File: src/rtl/muldiv_pkg.sv
`default_nettype none
// ============================================================================
// Module  : muldiv_pkg
// Purpose : Shared types and constants for the execute-stage mul/div unit.
//           muldiv_op_t    - operation encoding carried on the op field
//           muldiv_state_t - sequencer states
//           MULDIV_WIDTH   - default operand / hi / lo width
// Ports   : none (package)
// Config  : MULDIV_SIGNED_EN (consumed by execute_muldiv_unit)
// Revision: 1.0 - initial release
// ============================================================================
package muldiv_pkg;

  localparam int MULDIV_WIDTH = 16;

  typedef enum logic [1:0] {
    MULU = 2'b00,
    MUL  = 2'b01,
    DIVU = 2'b10,
    DIV  = 2'b11
  } muldiv_op_t;

  typedef enum logic [1:0] {
    IDLE   = 2'd0,
    CALC   = 2'd1,
    FINISH = 2'd2
  } muldiv_state_t;

endpackage
`default_nettype wire

File: src/rtl/execute_muldiv_unit_if.sv
`default_nettype none
// ============================================================================
// Module  : execute_muldiv_unit_if
// Purpose : Request / result bundle between the decode/execute pipeline and
//           the mul/div unit.
// Ports   : master - pipeline side: drives start, op, opa, opb, mthi, mtlo,
//                    wdata; observes hi, lo, busy, stall, done, div0
//           slave  - mul/div unit side (mirror of master)
// Config  : none
// Revision: 1.0 - initial release
// ============================================================================
interface execute_muldiv_unit_if
  import muldiv_pkg::*;
#(
  parameter int WIDTH = MULDIV_WIDTH
);

  logic             start;
  logic [1:0]       op;
  logic [WIDTH-1:0] opa;
  logic [WIDTH-1:0] opb;
  logic             mthi;
  logic             mtlo;
  logic [WIDTH-1:0] wdata;
  logic [WIDTH-1:0] hi;
  logic [WIDTH-1:0] lo;
  logic             busy;
  logic             stall;
  logic             done;
  logic             div0;

  modport master (
    output start, op, opa, opb, mthi, mtlo, wdata,
    input  hi, lo, busy, stall, done, div0
  );

  modport slave (
    input  start, op, opa, opb, mthi, mtlo, wdata,
    output hi, lo, busy, stall, done, div0
  );

endinterface
`default_nettype wire

File: src/rtl/muldiv_iter_step.sv
`default_nettype none
// ============================================================================
// Module  : muldiv_iter_step
// Purpose : One combinational iteration of the mul/div datapath.
//           Multiply: {acc, mq} holds partial product / remaining multiplier;
//             add operand when mq[0] is set, then shift the pair right.
//           Divide: acc is the partial remainder, mq shifts the dividend out
//             at the top and collects quotient bits at the bottom (restoring).
// Ports   : div_mode      in  select divide (1) or multiply (0) step
//           acc, mq       in  current accumulator / shift register
//           operand       in  multiplicand or divisor magnitude
//           acc_next, mq_next out  state after this iteration
// Config  : none
// Revision: 1.0 - initial release
// ============================================================================
module muldiv_iter_step
  import muldiv_pkg::*;
#(
  parameter int WIDTH = MULDIV_WIDTH
) (
  input  logic             div_mode,
  input  logic [WIDTH-1:0] acc,
  input  logic [WIDTH-1:0] mq,
  input  logic [WIDTH-1:0] operand,
  output logic [WIDTH-1:0] acc_next,
  output logic [WIDTH-1:0] mq_next
);

  logic [WIDTH:0]   sum;
  logic [WIDTH:0]   shifted;
  logic             fits;
  logic [WIDTH-1:0] trial;

  always_comb begin
    // Extra top bit on sum keeps the carry that shifts back into acc.
    sum     = {1'b0, acc} + (mq[0] ? {1'b0, operand} : '0);
    shifted = {acc, mq[WIDTH-1]};
    fits    = (shifted >= {1'b0, operand});
    // Only used when fits: the difference is then below operand, so the
    // modular low-half subtraction is exact.
    trial   = shifted[WIDTH-1:0] - operand;

    if (div_mode) begin
      acc_next = fits ? trial : shifted[WIDTH-1:0];
      mq_next  = {mq[WIDTH-2:0], fits};
    end else begin
      acc_next = sum[WIDTH:1];
      mq_next  = {sum[0], mq[WIDTH-1:1]};
    end
  end

endmodule
`default_nettype wire

File: src/rtl/execute_muldiv_unit.sv
`default_nettype none
// ============================================================================
// Module  : execute_muldiv_unit
// Purpose : Iterative multiply / divide responder with architectural hi/lo.
//           IDLE -> CALC (WIDTH iterations) -> FINISH (sign fix, write hi/lo,
//           pulse done). busy/stall cover WIDTH+1 cycles after start.
// Ports   : clk    in   clock
//           reset  in   synchronous active-high reset
//           bus    slave execute_muldiv_unit_if (start/op/opa/opb/mthi/mtlo/
//                  wdata in; hi/lo/busy/stall/done/div0 out)
// Config  : MULDIV_SIGNED_EN - when defined, ops MUL and DIV are signed;
//           otherwise op[0] is ignored and everything is unsigned.
// Revision: 1.0 - initial release
// ============================================================================
module execute_muldiv_unit
  import muldiv_pkg::*;
#(
  parameter int WIDTH = MULDIV_WIDTH
) (
  input  logic                  clk,
  input  logic                  reset,
  execute_muldiv_unit_if.slave  bus
);

  localparam int             CW        = $clog2(WIDTH);
  localparam logic [CW-1:0]  LAST_ITER = CW'(WIDTH - 1);

  muldiv_state_t    state, state_next;
  logic [CW-1:0]    count;
  logic [WIDTH-1:0] acc, mq, operand, dividend_raw;
  logic             is_div, div_zero;
  logic [WIDTH-1:0] acc_step, mq_step;
  logic [WIDTH-1:0] hi, lo;
  logic             done, div0;

  muldiv_op_t       op_in;
  logic             start_div;
  logic [WIDTH-1:0] a_mag, b_mag;
  logic [WIDTH-1:0] res_hi, res_lo;

  assign op_in     = muldiv_op_t'(bus.op);
  assign start_div = (op_in == DIVU) || (op_in == DIV);

`ifdef MULDIV_SIGNED_EN
  logic start_signed, a_neg, b_neg;
  logic neg_res, neg_rem;   // latched at start: result / remainder negation
  logic [2*WIDTH-1:0] product_neg;

  always_comb begin
    start_signed = (op_in == MUL) || (op_in == DIV);
    a_neg        = start_signed & bus.opa[WIDTH-1];
    b_neg        = start_signed & bus.opb[WIDTH-1];
    a_mag        = a_neg ? -bus.opa : bus.opa;
    b_mag        = b_neg ? -bus.opb : bus.opb;
  end

  assign product_neg = -{acc, mq};

  always_comb begin
    res_hi = acc;
    res_lo = mq;
    if (is_div) begin
      if (div_zero) begin
        res_hi = dividend_raw;
        res_lo = '1;
      end else begin
        if (neg_res) res_lo = -mq;
        if (neg_rem) res_hi = -acc;
      end
    end else if (neg_res) begin
      res_hi = product_neg[2*WIDTH-1:WIDTH];
      res_lo = product_neg[WIDTH-1:0];
    end
  end

  always_ff @(posedge clk) begin
    if (reset) begin
      neg_res <= 1'b0;
      neg_rem <= 1'b0;
    end else if (state == IDLE && bus.start) begin
      neg_res <= a_neg ^ b_neg;
      neg_rem <= a_neg;
    end
  end
`else
  assign a_mag = bus.opa;
  assign b_mag = bus.opb;

  always_comb begin
    res_hi = acc;
    res_lo = mq;
    if (is_div && div_zero) begin
      res_hi = dividend_raw;
      res_lo = '1;
    end
  end
`endif

  muldiv_iter_step #(.WIDTH(WIDTH)) u_step (
    .div_mode (is_div),
    .acc      (acc),
    .mq       (mq),
    .operand  (operand),
    .acc_next (acc_step),
    .mq_next  (mq_step)
  );

  // Sequencer: state register
  always_ff @(posedge clk) begin
    if (reset) state <= IDLE;
    else       state <= state_next;
  end

  // Sequencer: next state
  always_comb begin
    state_next = state;
    case (state)
      IDLE:    if (bus.start) state_next = CALC;
      CALC:    if (count == LAST_ITER) state_next = FINISH;
      FINISH:  state_next = IDLE;
      default: state_next = IDLE;
    endcase
  end

  // Datapath, hi/lo and status registers
  always_ff @(posedge clk) begin
    if (reset) begin
      count        <= '0;
      acc          <= '0;
      mq           <= '0;
      operand      <= '0;
      dividend_raw <= '0;
      is_div       <= 1'b0;
      div_zero     <= 1'b0;
      hi           <= '0;
      lo           <= '0;
      done         <= 1'b0;
      div0         <= 1'b0;
    end else begin
      done <= 1'b0;
      case (state)
        IDLE: begin
          if (bus.start) begin
            // start takes priority; a simultaneous direct write is dropped
            count        <= '0;
            acc          <= '0;
            mq           <= a_mag;
            operand      <= b_mag;
            dividend_raw <= bus.opa;
            is_div       <= start_div;
            div_zero     <= start_div && (bus.opb == '0);
          end else begin
            if (bus.mthi) hi <= bus.wdata;
            if (bus.mtlo) lo <= bus.wdata;
          end
        end
        CALC: begin
          acc   <= acc_step;
          mq    <= mq_step;
          count <= (count == LAST_ITER) ? '0 : count + 1'b1;
        end
        FINISH: begin
          hi   <= res_hi;
          lo   <= res_lo;
          done <= 1'b1;
          div0 <= div_zero;
        end
        default: ;
      endcase
    end
  end

  assign bus.hi    = hi;
  assign bus.lo    = lo;
  assign bus.busy  = (state != IDLE);
  assign bus.stall = (state != IDLE);
  assign bus.done  = done;
  assign bus.div0  = div0;

endmodule
`default_nettype wire

File: src/flat_wrapper.sv
// flat-port wrapper written by rule: the top's interface ports become plain ports
module execute_muldiv_unit_flat import muldiv_pkg::*;
#(
  parameter int WIDTH = MULDIV_WIDTH
)
  (clk, reset, bus_start, bus_op, bus_opa, bus_opb, bus_mthi, bus_mtlo, bus_wdata, bus_hi, bus_lo, bus_busy, bus_stall, bus_done, bus_div0);
  execute_muldiv_unit_if #(.WIDTH(WIDTH)) bus_i ();
  input  logic clk;
  input  logic reset;
  input wire logic [$bits(bus_i.start)-1:0] bus_start;
  input wire logic [$bits(bus_i.op)-1:0] bus_op;
  input wire logic [$bits(bus_i.opa)-1:0] bus_opa;
  input wire logic [$bits(bus_i.opb)-1:0] bus_opb;
  input wire logic [$bits(bus_i.mthi)-1:0] bus_mthi;
  input wire logic [$bits(bus_i.mtlo)-1:0] bus_mtlo;
  input wire logic [$bits(bus_i.wdata)-1:0] bus_wdata;
  output wire logic [$bits(bus_i.hi)-1:0] bus_hi;
  output wire logic [$bits(bus_i.lo)-1:0] bus_lo;
  output wire logic [$bits(bus_i.busy)-1:0] bus_busy;
  output wire logic [$bits(bus_i.stall)-1:0] bus_stall;
  output wire logic [$bits(bus_i.done)-1:0] bus_done;
  output wire logic [$bits(bus_i.div0)-1:0] bus_div0;
  assign bus_i.start = bus_start;
  assign bus_i.op = bus_op;
  assign bus_i.opa = bus_opa;
  assign bus_i.opb = bus_opb;
  assign bus_i.mthi = bus_mthi;
  assign bus_i.mtlo = bus_mtlo;
  assign bus_i.wdata = bus_wdata;
  assign bus_hi = bus_i.hi;
  assign bus_lo = bus_i.lo;
  assign bus_busy = bus_i.busy;
  assign bus_stall = bus_i.stall;
  assign bus_done = bus_i.done;
  assign bus_div0 = bus_i.div0;
  execute_muldiv_unit #(.WIDTH(WIDTH)) u_core (.clk(clk), .reset(reset), .bus(bus_i));
endmodule
File: config.mk
export PLATFORM = sky130hd
export DESIGN_NAME = execute_muldiv_unit_flat
export DESIGN_NICKNAME = d
export VERILOG_FILES = /design/src/rtl/muldiv_pkg.sv /design/src/rtl/execute_muldiv_unit_if.sv /design/src/rtl/muldiv_iter_step.sv /design/src/rtl/execute_muldiv_unit.sv /design/src/flat_wrapper.sv
export SDC_FILE = /design/constraint.sdc
export NUM_CORES = 1
export LEC_CHECK = 0
export CAP_MARGIN = 20
export CORE_MARGIN = 3
export CORE_UTILIZATION = 37
export CTS_CLUSTER_DIAMETER = 200
export CTS_CLUSTER_SIZE = 14
export DETAILED_ROUTE_END_ITERATION = 16
export HOLD_SLACK_MARGIN = 0.03
export SYNTH_ARGS = -nofsm -noshare
export SYNTH_HDL_FRONTEND = slang
export SYNTH_SLANG_ARGS = --single-unit
File: constraint.sdc
create_clock -name clk -period 3.3 [get_ports clk]
set_clock_uncertainty 0.15 [all_clocks]
set_input_delay 0.66 -clock clk [delete_from_list [all_inputs] [get_ports clk]]
set_output_delay 0.66 -clock clk [all_outputs]
set_load 0.005 [all_outputs]
== Word-level counts from Yosys, hierarchy flattened ==
Index checks and enable logic that the tools add are counted.

* Bits of input ports: 55
* Register bits after elaboration: 106

* $lt $le $gt $ge: 1
* Multiplexer cells: 23
* Add/sub/neg operators: 3
* Equal/unequal tests: 10
* Reductions and logical operators: 13

{| class="wikitable"
|+ Operator list
! cell !! count
|-
| $mux W16 || 12
|-
| $pmux W16 S2 || 4
|-
| $add A16 B17 Y17 || 1
|-
| $ge A17 B16 Y1 || 1
|-
| $logic_not A16 Y1 || 1
|-
| $sub A16 B16 Y16 || 1
|-
| $mux W4 || 2
|-
| $ne A2 B2 Y1 const B || 4
|-
| $pmux W4 S2 || 1
|-
| $eq A2 B2 Y1 const B || 3
|-
| $reduce_and A2 Y1 || 3
|-
| $reduce_and A3 Y1 || 2
|-
| $reduce_bool A2 Y1 || 3
|-
| $add A4 B1 Y4 const B || 1
|-
| $eq A4 B4 Y1 const B || 1
|-
| $mux W2 || 2
|-
| $pmux W2 S2 || 1
|-
| $eq A2 B1 Y1 const B || 1
|-
| $logic_and A1 B1 Y1 || 2
|-
| $logic_not A2 Y1 || 1
|-
| $ne A2 B1 Y1 const B || 1
|-
| $logic_or A1 B1 Y1 || 1
|-
| $mux W1 || 1
|}

== Depth between registers and ports, before layout ==
* Depth after elaboration: 4
* Mapped depth: 11
* Gate-level depth less buffers: 11

== Hierarchy ==
A second synthesis with hierarchy kept.

* Cells, all modules: 766
* Area, all modules: 6214.7 µm²

{| class="wikitable"
|+ By module, submodules not included
! module !! area each (µm²) !! seq. area each (µm²) !! cells each !! instances
|-
| execute_muldiv_unit || 4093.9 || 2122.0 || 470 || 1
|-
| muldiv_iter_step || 2120.8 || 0.0 || 296 || 1
|}

== Worst setup path after synthesis ==
OpenSTA, ideal clock, no wires.

* Path type: register to register
* Start point: register u_core.mq[15]
* End point: register u_core.acc[14]
* Cell stages (with the launch flop): 12
* Required time: 3.033 ns
* Data arrival time: 2.452 ns
* Path slack: 0.582 ns
* Path buffers: 0
* Cell sequence: dfxtp_1 -> inv_1 -> ha_1 -> inv_1 -> fa_1 -> a211oi_2 -> o21bai_2 -> a2111o_1 -> a2111oi_4 -> nor3_1 -> nand3b_1 -> a22o_1

* Longest elaborated chain between the ends: 4
* Elaborated cells between the ends (all ways): 5

{| class="wikitable"
|+ RTL lines
! what !! line !! RTL
|-
| start, declared || execute_muldiv_unit.sv:30 || <nowiki>logic [WIDTH-1:0] acc, mq, operand, dividend_raw;</nowiki>
|-
| start signal, assigned || execute_muldiv_unit.sv:147 || <nowiki>mq <= a_mag;</nowiki>
|-
| start signal, assigned || execute_muldiv_unit.sv:159 || <nowiki>mq <= mq_step;</nowiki>
|-
| $sub A16 B16 Y16 or $ge A17 B16 Y1 (tied branches) || muldiv_iter_step.sv:41, muldiv_iter_step.sv:38 ||
|-
| $mux W16 * || muldiv_iter_step.sv:44 || <nowiki>acc_next = fits ? trial : shifted[WIDTH-1:0];</nowiki>
|-
| $mux W16 * || muldiv_iter_step.sv:43 || <nowiki>if (div_mode) begin</nowiki>
|-
| $pmux W16 S2 * || execute_muldiv_unit.sv:141 || <nowiki>case (state)</nowiki>
|-
| end signal, assigned || execute_muldiv_unit.sv:158 || <nowiki>acc <= acc_step;</nowiki>
|-
| end, declared || execute_muldiv_unit.sv:30 ||
|}

Every way passes the cells marked *; elsewhere a longest branch is shown, timed or not.
A chain may end at the register's enable or synchronous reset.

== Worst setup path after layout ==
* Start point: register u_core.mq[0]
* End point: register u_core.acc[13]

* Longest elaborated chain between the ends: 4

{| class="wikitable"
|+ RTL lines
! what !! line !! RTL
|-
| $mux W16 || muldiv_iter_step.sv:36 || <nowiki>sum = {1'b0, acc} + (mq[0] ? {1'b0, operand} : '0);</nowiki>
|-
| $add A16 B17 Y17 || muldiv_iter_step.sv:36 ||
|-
| $mux W16 || muldiv_iter_step.sv:43 ||
|-
| $pmux W16 S2 || execute_muldiv_unit.sv:141 ||
|}

Every way passes these cells.

==> results.md <==
- Peak supply drop: 239 uV
- Number of instances in the synthesized netlist: 841
- Overall routing resource usage: 21.6%
- Vias/cell: 5.53
- Post-placement cell count: 1128
- Maximum number of pins on one net before global-route repair: 69
- Share of the synthesized area in the top cell type: 33.5%
- RSZ-0062 raised after global routing: no
- Post-synthesis area per instance: 7.52 um2
- Number of pins with negative max-slew slack in the final report: 0
- DIE AREA: 18700 um2
- Post-detailed-route wirelength per cell: 17.7 um
- Part of the power in the clock network: 36.5%
- Final Power: 3.20 mW
- GRT Residual Overflow: 0
- Layout cells sized above 1: 6.39%
- Post-Synthesis Net Count: 931
- Setup slack of the worst register-to-register path: 0.29 ns
- Source of the worst hold timing path: u_core.bus.lo[9]
- Clock tree buffer depth: 2
- YS warnings: 0
- Tightest Hold Check Type: flip-flop to flip-flop
- Global-route wire length before repair: 31.5 mm
- Most frequent standard cell in the layout excluding fill and tap cells: sky130_fd_sc_hd__nand2_1
- Cell type contributing the most total cell area after synthesis: sky130_fd_sc_hd__dfxtp_1
- Clock slew seen by the registers of the worst setup and hold paths: 0.08 ns
- Setup slack after layout: 0.288 ns
- Sum Neg Setup Slack: 0 ns
- Total of cells resized after clock tree synthesis: 0
- DP Worst Slack: 0.349 ns
- Number of detailed-route iterations in the first pass: 5
- Nets@finish: 1009
- Initial antenna violation count: 0
- R2R Path Start: u_core.mq[0]
- Routability Congestion: 0.941
- Register bit total from synthesis: 106
- Dominant cells by area after synthesis: sky130_fd_sc_hd__dfxtp_1, sky130_fd_sc_hd__a21oi_1, sky130_fd_sc_hd__nand2_1
- IO Count: 91
- Total number of placement rows: 47
- Clock latency on the worst-skew pair: 0.36 ns
- Ys async rst share: 0%
- Remaining routing DRC violations: 0
- Worst Setup SP: u_core.mq[0]
- Sequential area share after synthesis: 33.5%
- Relative slew margins: 46.0%
- Category of the most critical setup path: flip-flop to flip-flop
- Final Hold Viols: 0
- Die extent in x: 137 um
- Postcts setup bufs: 0
- Smallest hold slack: 0.302 ns
- Count of antenna-violating nets left after detailed routing: 0
- Number of buffer cells added on primary ports: 89
- Fmax achieved: 332 MHz
- H-tree levels: 3
- Number of flops mapped to enable cells by yosys: 0
- Starting Density: 38.0%
- Root Driver: sky130_fd_sc_hd__clkbuf_16
- Number of DRC violations after detailed-routing iteration 0: 414
- Fin cells: 1144
- Number of inserted filler cells in the final layout: 1683
- Core footprint: 16600 um2
- Switching Fraction: 29.6%
- Power dissipated by switching net loads: 947 uW
- Final antenna diode count: 0
- Count of distinct cell types in the synthesized netlist: 63
- Number of buffers added to fix hold violations after cts: 0
- Data required time of the critical path: 3.40 ns
- Total via count after detailed routing: 6328
- Number of buffers added by the clock tree synthesis step: 9
- Top library cells by usage in the layout, fill and taps aside: sky130_fd_sc_hd__nand2_1, sky130_fd_sc_hd__a21oi_1, sky130_fd_sc_hd__dfxtp_1
- Endpoints failing setup: 0
- Netlist Area Pre-Place: 6330 um2
- Arrival time worst endpoint: 3.11 ns
- Primary flip-flop cell chosen by synthesis mapping: sky130_fd_sc_hd__dfxtp_1
- Vertical extent of the die: 137 um
- Part of the power in combinational logic: 20.0%
- Sequential power share: 43.5%
- Internal power consumption: 2.26 mW
- Total routed wirelength: 20.3 mm
- Clock tree from TritonCTS: done
- Largest driver fanout on the critical path: 4
- Via count of the first global-routing pass: 5801
- CTS sink count: 106
- Max Cap Viol: 0
- Worst setup SP type: flip-flop
- Leakage power figure: 2.92 nW
- Crit path time final: 3.01 ns
- Status: finished clean
- Final critical-path share of the clock period: 91.3%
- Estimated wirelength of the detail-placed design: 15.3 mm
- Critical Path End Type: flip-flop
- Pwr per Cell Area: 409 nW/um2
- Worst-Margin Slew: 0.810 ns
- Area growth from synthesis to final layout: 23.7%
==> state kept, by name (all words and copies together), names as in the netlist <==
name,cells
u_core.is_div,1
u_core.mq,16
u_core.bus.lo,16
u_core.state,2
u_core.operand,16
u_core.dividend_raw,16
u_core.bus.hi,16
u_core.bus.div0,1
u_core.count,4
u_core.div_zero,1
u_core.bus.done,1
u_core.acc,16
==> Yosys cell counts (12+ instances only) <==
| cell | instances |
|---|---|
| sky130_fd_sc_hd__nand2_1 | 154 |
| sky130_fd_sc_hd__a21oi_1 | 121 |
| sky130_fd_sc_hd__dfxtp_1 | 106 |
| sky130_fd_sc_hd__nor2_1 | 75 |
| sky130_fd_sc_hd__clkbuf_1 | 43 |
| sky130_fd_sc_hd__o21ai_0 | 40 |
| sky130_fd_sc_hd__ha_1 | 33 |
| sky130_fd_sc_hd__inv_1 | 28 |
| sky130_fd_sc_hd__mux2i_1 | 24 |
| sky130_fd_sc_hd__a311oi_1 | 19 |
| sky130_fd_sc_hd__a31oi_1 | 17 |
| sky130_fd_sc_hd__and2_1 | 17 |
| sky130_fd_sc_hd__nand3_1 | 13 |
| sky130_fd_sc_hd__xnor2_1 | 12 |
==> worst max-delay path, stage by stage (launching register included) <==
cell and delay (ns):
sky130_fd_sc_hd__dfxtp_1 0.40, sky130_fd_sc_hd__and2_1 0.15, sky130_fd_sc_hd__ha_1 0.15, sky130_fd_sc_hd__inv_1 0.05, sky130_fd_sc_hd__fa_1 0.38, sky130_fd_sc_hd__nand2b_1 0.20, sky130_fd_sc_hd__a21oi_1 0.32, sky130_fd_sc_hd__o21ai_0 0.24
sky130_fd_sc_hd__a21oi_1 0.21, sky130_fd_sc_hd__a41oi_1 0.18, sky130_fd_sc_hd__xnor2_1 0.17, sky130_fd_sc_hd__a221o_1 0.29
==> stage by stage <==
stage	utilization [%]	instance area, um2
2_1_floorplan	-	6330
3_3_place_gp	45.1	7500
3_5_place_dp	45.1	7500
4_1_cts	47.0	7830
5_1_grt	47.0	7830
6_report	47.0	7830
==> layout make-up <==
class                      count  area (um2)  area share, %
multi-input combinational    658        3920           50.1
sequential                   106        2120           27.1
timing repair buffer         115        1080           13.8
tap                          220         275           3.52
clock buffer                  10         239           3.05
inverter                      29         109           1.39
clock inverter                 6        82.6           1.06
==> cells by family after synthesis <==
kind of cell    Yosys count  synth area share (%)
buf+inv                  77                  4.69
fa+ha+maj                35                  7.16
mux                      25                  3.98
simple gates            311                  21.3
flops                   106                  33.5
compound gates          270                  27.0
xor+xnor                 17                  2.35
==> path summary, 6_finish.rpt <==
kind | to | cells past startpoint
max | u_core.acc[13] | 11
min | u_core.bus.lo[9] | 2
max reg2reg | u_core.acc[13] | 11
min reg2reg | u_core.bus.lo[9] | 2
==> power by group through the flow <==
| stage | Sequential, mW | Clock [mW] | Combinational [mW] |
|---|---|---|---|
| after floorplan | 1.40 | 0 | 0.403 |
| after global placement | 1.42 | 0 | 0.633 |
| after detailed placement | 1.42 | 0 | 0.633 |
| after CTS | 1.39 | 1.19 | 0.636 |
| after global routing | 1.40 | 1.24 | 0.700 |
| final | 1.39 | 1.17 | 0.640 |
==> routing by layer <==
| layer | part of all wire (%) | global-route usage (%) | routed length, um |
|---|---|---|---|
| met3 | 5.7 | 3.53 | 1150 |
| met5 | 0 | 0 | 0 |
| met2 | 44 | 32.6 | 8910 |
| met1 | 49 | 31.7 | 9950 |
| met4 | 1.2 | 5.82 | 250 |
Power figures use the tool's default switching activity.
==> RTL change (config.mk and constraints unchanged) <==
The option `MULDIV_SIGNED_EN` is turned on by a define.
--- a/src/rtl/execute_muldiv_unit.sv
+++ b/src/rtl/execute_muldiv_unit.sv
@@ -13,4 +13,6 @@
 // Revision: 1.0 - initial release
 // ============================================================================
+`define MULDIV_SIGNED_EN
+
 module execute_muldiv_unit
   import muldiv_pkg::*;
Function: no difference found for any inputs over 10 cycles, from zero or initial values and one cycle with reset high; that may be too few to reach the edited logic, so the function may still have changed.
==> RTL change against the unedited design <==
- area after synthesis rose by 31%
- power increased by 17%
- clock power is 4% lower
- cell area up 26%
- die area is 30% higher
- worst setup slack worse by 0.060 ns
- routed wire length grew 38%
- critical path depth shrank 1
- sequential cell count grew 2
- critical endpoint is now u_core.acc[15]
- largest cell class unchanged
==> RTL change: results (changes against the unedited design) <==
* Worst slew margin at 27.7% (-18 points)
* Crit-path max cell delay at 0.60 ns (+0.20 ns)
* Synth Area in Adders at 6.05% (-1.1 points)
* Distinct cell type count after synthesis at 85 (+35%)
* Leak at 3.65 nW (+25%)
* Ys flop type: dfxtp_1
* Critical path's slowest cell: dfxtp_1
* Yosys warnings at 0 (unchanged)
* Port Buf Inserts at 90 (+1.1%)
* Sw frac at 35.2% (+5.6 points)
* P_comb at 1.13 mW (+77%)
* CTS max path bufs at 2 (unchanged)
* Share of post-route cells with drive strength above 1 at 7.53% (+1.1 points)
* Largest fanout on the critical path at 10 (+6)
* List of most frequent post-synthesis cells: a21oi_1 (121), nand2_1 (121), dfxtp_1 (108)
* CTS resizes at 0 (unchanged)
* Area contributors post-synth: dfxtp_1 (26%), a21oi_1 (7.3%), ha_1 (5.6%)
* Xor and xnor area share after synthesis at 7.59% (+5.2 points)
* Worst-Skew Late Latency at 0.36 ns (about the same)
* Clk root buf: clkbuf_16
* Synth Area in Compound Gates at 28.9% (+1.9 points)
* Peak VDD IR at 0.270 mV (+13%)
* Gpl congestion at 0.987 (+4.9%)
* First-pass GRT wire length at 43,800 um (+39%)
* CTS clk-pin slew, worst paths at 0.08 ns (about the same)
* DP Worst Slack at 0.191 ns (-0.158 ns)
* Inserted Clock Buffers at 9 (unchanged)
* H-tree depth at 3 (unchanged)
* 1st-pass router iterations at 5 (unchanged)
* Outcome: finished clean
* Number of nets in the layout at 1,271 (+26%)
* Drt total wl at 28,000 um (+38%)
* Routed vias/inst at 5.85 (+5.7%)
* Part of the power in the clock network at 30.0% (-6.5 points)
* Type of the tightest min-delay check: flip-flop to flip-flop
* Mapped Nets at 1,206 (+30%)
* Final HPWL DP at 21,500 um (+41%)
* Seq/Total Area, Yosys at 26.0% (-7.5 points)
* Int Pwr at 2.42 mW (+7.4%)
* Ys async rst share at 0% (unchanged)
* # fillers at 2,242 (+33%)
* Diodes inserted at 0 (unchanged)
* Final non-filler cell total at 1,462 (+28%)
* DRT iter0 DRCs at 754 (+82%)
* Placed insts at 1,446 (+28%)
* Vias in the first global route at 7,867 (+36%)
* Mux cell area share after synthesis at 3.40% (-0.57 points)
* Largest net degree at the start of global routing at 67 (-2.9%)
* Synth Area per Inst at 7.47 sq um (-0.65%)
* Cell family with most CP delay: compound AO/OA/AOI/OAI gates
* Initial antenna violation count at 0 (unchanged)
* Post-CTS Setup Bufs at 0 (unchanged)
* Total GRT Usage at 22.7% (+1.2 points)
==> RTL change: changes by cell type after synthesis, sizes merged, moves of 12 or more <==
cell / change
a211oi: +40
and2: -12
clkbuf: +24
nand2: -34
nor2: +27
o21ai: +24
o31ai: +12
or3: +18
xnor2: +36
xor2: +19
==> RTL change: logic make-up after synthesis <==
logic type / after synthesis
buf+inv: 124
simple gates: 374
fa+ha+maj: 39
mux: 28
flops: 108
xor+xnor: 72
compound gates: 367
==> RTL change: final cells by class <==
cell class	instances	area share [%]
Timing Repair Buffer	137	12.7
Clock inverter	4	0.432
Inverter	41	1.56
Tap cell	280	3.56
Clock buffer	12	2.60
Multi-Input combinational cell	880	57.2
Sequential cell	108	22.0
==> RTL change: per-stage QoR <==
step / cell area [sq um] / hold WS [ns] / util (%)
after floorplan: 8310 / 0.282 / -
after global placement: 9550 / 0.294 / 43.5
after detailed placement: 9550 / 0.299 / 43.5
after CTS: 9850 / 0.308 / 44.9
after global routing: 9850 / 0.323 / 44.9
final: 9850 / 0.307 / 44.9
==> RTL change: layer usage <==
metal  global-route usage [%]  wire (um)  vias up
li1                         -          -     4172
met1                     33.5      13400     4036
met2                     35.3      12500      317
met3                     3.00       1820       23
met4                     5.05        354        0
met5                        0          0        -
==> RTL change: final timing paths <==
kind	slack, ns	end	start	depth (start not counted)
worst max-delay path	0.23	u_core.acc[15]	u_core.acc[0]	10
worst min-delay path	0.31	u_core.bus.lo[9]	u_core.bus.lo[9]	2
worst max register to register	0.23	u_core.acc[15]	u_core.acc[0]	10
worst min register to register	0.31	u_core.bus.lo[9]	u_core.bus.lo[9]	2
